**src/rtl/bandgap_power_ctrl.sv**
```systemverilog
// Power sequencer and request arbiter for the 3.3V analog bandgap reference.
// Merges consumer requests, times the settling window and the power-down hold-off.
module bandgap_power_ctrl #(
    parameter int NREQ          = 4,
    parameter int SETTLE_CYCLES = 1000,
    parameter int HOLD_CYCLES   = 64,
    parameter int CW            = 16
) (
    input  logic            clk,
    input  logic            reset,
    input  logic [NREQ-1:0] req,
    input  logic            force_on,
    input  logic            pd_override,
    output logic            bg_en,
    output logic            bg_ready,
    output logic [NREQ-1:0] ack,
    output logic [1:0]      state
);

    typedef enum logic [1:0] {
        ST_OFF    = 2'd0,
        ST_SETTLE = 2'd1,
        ST_ON     = 2'd2,
        ST_HOLD   = 2'd3
    } state_t;

    state_t          cur_state;
    state_t          next_state;
    logic [CW-1:0]   count;
    logic [CW-1:0]   next_count;
    logic            want;

    assign want  = ((|req) | force_on) & ~pd_override;
    assign state = cur_state;

    // pd_override already clears want, so any !want branch below also covers it
    always_comb begin
        next_state = cur_state;
        next_count = count;
        case (cur_state)
            ST_OFF: begin
                if (want) begin
                    next_state = ST_SETTLE;
                    next_count = CW'(SETTLE_CYCLES - 1);
                end
            end
            ST_SETTLE: begin
                if (!want) begin
                    next_state = ST_OFF;
                end else if (count == '0) begin
                    next_state = ST_ON;
                end else begin
                    next_count = count - CW'(1);
                end
            end
            ST_ON: begin
                if (!want) begin
                    if (pd_override) begin
                        next_state = ST_OFF;
                    end else begin
                        next_state = ST_HOLD;
                        next_count = CW'(HOLD_CYCLES - 1);
                    end
                end
            end
            ST_HOLD: begin
                if (pd_override) begin
                    next_state = ST_OFF;
                end else if (want) begin
                    next_state = ST_ON;
                end else if (count == '0) begin
                    next_state = ST_OFF;
                end else begin
                    next_count = count - CW'(1);
                end
            end
            default: begin
                next_state = ST_OFF;
            end
        endcase
    end

    // Outputs are registered from next_state so they line up with the state register
    always_ff @(posedge clk) begin
        if (reset) begin
            cur_state <= ST_OFF;
            count     <= '0;
            bg_en     <= 1'b0;
            bg_ready  <= 1'b0;
            ack       <= '0;
        end else begin
            cur_state <= next_state;
            count     <= next_count;
            bg_en     <= (next_state != ST_OFF);
            bg_ready  <= (next_state == ST_ON) || (next_state == ST_HOLD);
            ack       <= req & {NREQ{next_state == ST_ON}};
        end
    end

endmodule

```
**config.mk**
```make
export PLATFORM = sky130hd
export DESIGN_NAME = bandgap_power_ctrl
export DESIGN_NICKNAME = d
export VERILOG_FILES = /design/src/rtl/bandgap_power_ctrl.sv
export SDC_FILE = /design/constraint.sdc
export NUM_CORES = 1
export LEC_CHECK = 0
export ABC_CLOCK_PERIOD_IN_PS = 2250
export CAP_MARGIN = 20
export CORE_ASPECT_RATIO = 1.4
export CORE_MARGIN = 4
export CORE_UTILIZATION = 39
export CTS_CLUSTER_DIAMETER = 120
export DETAILED_ROUTE_END_ITERATION = 6
export DONT_BUFFER_PORTS = 1
export PLACE_DENSITY = 0.62
export SLEW_MARGIN = 20
export SYNTH_ARGS = -nofsm -noshare
export SYNTH_HDL_FRONTEND = slang
export SYNTH_SLANG_ARGS = --single-unit
```
**constraint.sdc**
```tcl
create_clock -name clk -period 2.25 [get_ports clk]
set_input_delay 0.675 -clock clk [delete_from_list [all_inputs] [get_ports clk]]
set_output_delay 0.675 -clock clk [all_outputs]
set_load 0.02 [all_outputs]
```
==> impl_metrics.json <==
{
  "cts_hold_buf": 0,
  "timing.reg2reg.setup_slack_ps": 50,
  "detail-route-antenna-nets": 0,
  "first_pass_grt_wire_length_um": 5220,
  "startpoint": "count[7]$_SDFFE_PP0P_",
  "post-place-cells": 204,
  "worst_path_clk_slew_ps": 80,
  "worst_case_clock_skew_ps": 3.44,
  "final_worst_path_period_need_ps": 2200,
  "timing_hold_violations_final": 0,
  "antenna_found_initial": 0,
  "num_antenna_cells": 0,
  "htreeDepth": 1,
  "cp_dominant_cell_by_count": "sky130_fd_sc_hd__or4_4",
  "p_leak_nw": 0.571,
  "drcViolationCount": 0,
  "ranking_of_synthesized_cells_by_area": "sky130_fd_sc_hd__dfxtp_1 (38%), sky130_fd_sc_hd__a21oi_1 (7.2%), sky130_fd_sc_hd__o31ai_1 (4.2%), sky130_fd_sc_hd__or4_1 (3.6%), sky130_fd_sc_hd__nor4_1 (3.5%)",
  "worst_endpoint_data_arrival_time_ps": 2410,
  "vdd_drop_max_uv": 314,
  "cts_tree": "done",
  "route.detailed.wl_per_inst_um": 15.3,
  "syn-mean-instance-area_um2": 8.26,
  "dr.pass1.iters": 4,
  "crit-reg2reg-capture": "count[14]$_SDFFE_PP0P_",
  "post_synth_edffs": 0,
  "placedInstanceArea_mm2": 0.00145,
  "setup_viol": 0,
  "fin_area_mm2": 0.00153,
  "worst_skew_pair.late_latency_ps": 270,
  "yosys.cell_types.count": 43,
  "power.density_cell_area_mw_per_mm2": 642,
  "final_setup_tns_ps": 0,
  "finalWeightedCongestion": 0.870,
  "setup_fix_buffers_added_after_clock_tree_synthesis": 0,
  "slew-limit-headroom_pct": 67.9,
  "post_synth_instance_area_mm2": 0.00125,
  "yosysTopAreaCell": "sky130_fd_sc_hd__dfxtp_1",
  "slowest_stage": "sky130_fd_sc_hd__or4_4",
  "kind_of_capture_point_of_the_worst_setup_path": "register",
  "syn-num-nets": 161,
  "layoutNonFillerInstCount": 208,
  "numClockSinks": 24,
  "rsz0062_at_grt": "yes",
  "cts-buffers-inserted": 3,
  "result_of_the_run": "finished clean",
  "timing.max_cap.violations": 0,
  "starting_density_pct": 40.6,
  "final_layout_size_suffix_gt1_share_pct": 23.7,
  "synthesis.instances": 152,
  "synth.yosys.warnings": 0,
  "first_global_vias": 1186,
  "layout.nets": 179,
  "drt_first_iter_violations": 20,
  "cp_data_required_time_ps": 2460,
  "avgViaCountPerCell": 5.89,
  "grt_overflow_total": 0,
  "startpoint_type": "register",
  "flow.area_growth_from_synthesis_pct": 22.2,
  "holdCritPathClass": "in2reg",
  "ff2ff_path_depth": 5,
  "synth_seq_area_share_pct": 38.3,
  "die_area_mm2": 0.00420,
  "regToRegStartpoint": "count[7]$_SDFFE_PP0P_",
  "crit_path_largest_cell_delay_ps": 540,
  "final-max-slew-violation-count": 0,
  "power_w": 0.000985,
  "grt_start_max_net_pins": 16,
  "ys_dominant_reg_cell": "sky130_fd_sc_hd__dfxtp_1",
  "synth-seq-cells": 24,
  "grt_util_all_layers_pct": 15.8,
  "clk_path_buf_depth": 2,
  "synth-async-reset-ratio_pct": 0,
  "cts.repair.resized": 0,
  "core_area_mm2": 0.00309,
  "clock.fmax_ghz": 0.454,
  "critical_path.endpoint": "count[14]$_SDFFE_PP0P_",
  "path_class": "reg2reg",
  "die_h_um": 75.1,
  "io-pin-count": 16,
  "min_hold_slack_ps": 464,
  "overall_routed_net_length_um": 3180,
  "num-fill-cells": 302,
  "die_x_um": 55.9,
  "max_slew.worst_pin.slew_ps": 477,
  "synth_top_area_share_pct": 38.3,
  "portBuffers": 0,
  "path_cells": "or4_4 -> or3_4 -> or2_1 -> or4_4 -> a21oi_2",
  "clk_root_buffer_cell": "sky130_fd_sc_hd__clkbuf_8",
  "post-route-period-util_pct": 97.8,
  "cp_max_fo": 5,
  "detailedPlacementHpwl_um": 2340,
  "placementRows": 24,
  "vias": 1225
}
kinds of logic after synthesis:
logic type / after synthesis / share of synthesized area [%]
compound gates: 50 / 26.2
fa+ha+maj: 1 / 0.997
buf+inv: 15 / 5.28
flops: 24 / 38.3
simple gates: 62 / 29.2
layout make-up:
| type | count | area, um^2 | share of cell area, % |
|---|---|---|---|
| clock buffer | 4 | 55.1 | 3.59 |
| multi-input combinational | 113 | 742 | 48.4 |
| sequential | 24 | 483 | 31.5 |
| inverter | 8 | 30.0 | 1.96 |
| timing repair buffer | 20 | 175 | 11.4 |
| tap | 39 | 48.8 | 3.18 |
critical path: cells and delay by family (launching register included):
kind,cells,cell delay [ps]
AOI/OAI and AO/OA,1,140
and+or+nand+nor,4,1650
DFF,1,350
worst min-delay path by stage:
stage / start / end / slack (ps) / depth (start not counted)
5_1_grt: pd_override / state[1]$_SDFF_PP0_ / 450 / 1
6_report: pd_override / state[1]$_SDFF_PP0_ / 460 / 1
3_3_place_gp: count[14]$_SDFFE_PP0P_ / count[14]$_SDFFE_PP0P_ / 470 / 2
3_5_place_dp: count[6]$_SDFFE_PP0P_ / count[6]$_SDFFE_PP0P_ / 480 / 2
2_1_floorplan: count[15]$_SDFFE_PP0P_ / count[15]$_SDFFE_PP0P_ / 450 / 2
4_1_cts: reset / count[6]$_SDFFE_PP0P_ / 460 / 1
flip-flops by register name, summed over array words and instances, names as in the netlist:
register,count
bg_en,1
state,2
ack,4
count,16
bg_ready,1
per-layer routing:
metal  GRT usage [%]  wire [um]  share of wire [%]  vias to the layer above
met3            3.60        113                3.6                        6
met1            17.7       1430                 45                      584
met5               0          0                  0                        -
met4            8.71         65                2.0                        0
met2            28.0       1570                 49                       21
li1                -          -                  -                      614
per-stage QoR:
stage / worst slack (ps) / utilization (%)
2_1_floorplan: 46.7 / -
3_3_place_gp: 6.66 / 46.8
3_5_place_dp: -0.619 / 46.8
4_1_cts: 27.2 / 48.6
5_1_grt: -9.90 / 49.6
6_report: 48.5 / 49.6
report_power, final:
| part | switching, W | total (W) | internal [W] |
|---|---|---|---|
| Clock | 0.000138 | 0.000295 | 0.000156 |
| Sequential | 0.0000222 | 0.000468 | 0.000446 |
| Combinational | 0.000116 | 0.000222 | 0.000106 |
synthesized netlist by cell type (2+ instances only):
cell type	count
sky130_fd_sc_hd__a311oi_1	3
sky130_fd_sc_hd__a211oi_1	3
sky130_fd_sc_hd__dfxtp_1	24
sky130_fd_sc_hd__inv_1	8
sky130_fd_sc_hd__a21o_1	3
sky130_fd_sc_hd__or4_1	6
sky130_fd_sc_hd__or3_2	2
sky130_fd_sc_hd__nor4_1	7
sky130_fd_sc_hd__nor3b_1	3
sky130_fd_sc_hd__o31ai_1	7
sky130_fd_sc_hd__buf_2	2
sky130_fd_sc_hd__a21oi_1	18
sky130_fd_sc_hd__nand2_1	9
sky130_fd_sc_hd__clkbuf_1	4
sky130_fd_sc_hd__a31oi_1	2
sky130_fd_sc_hd__o21ai_0	4
sky130_fd_sc_hd__nor3_1	8
sky130_fd_sc_hd__and2_1	6
sky130_fd_sc_hd__nor2_1	9
placed cells by master, fill, tap and decap left out, drive strengths merged, types with 4 or more instances in the layout:
| cell type | n |
|---|---|
| clkbuf | 4 |
| nor4 | 7 |
| o31ai | 7 |
| or4 | 8 |
| dfxtp | 24 |
| a21oi | 18 |
| or3 | 4 |
| nand2 | 9 |
| buf | 20 |
| nor3 | 8 |
| and2 | 6 |
| o21ai | 4 |
| inv | 8 |
| nor2 | 9 |
Note: power is estimated with default switching activity, not from simulation.
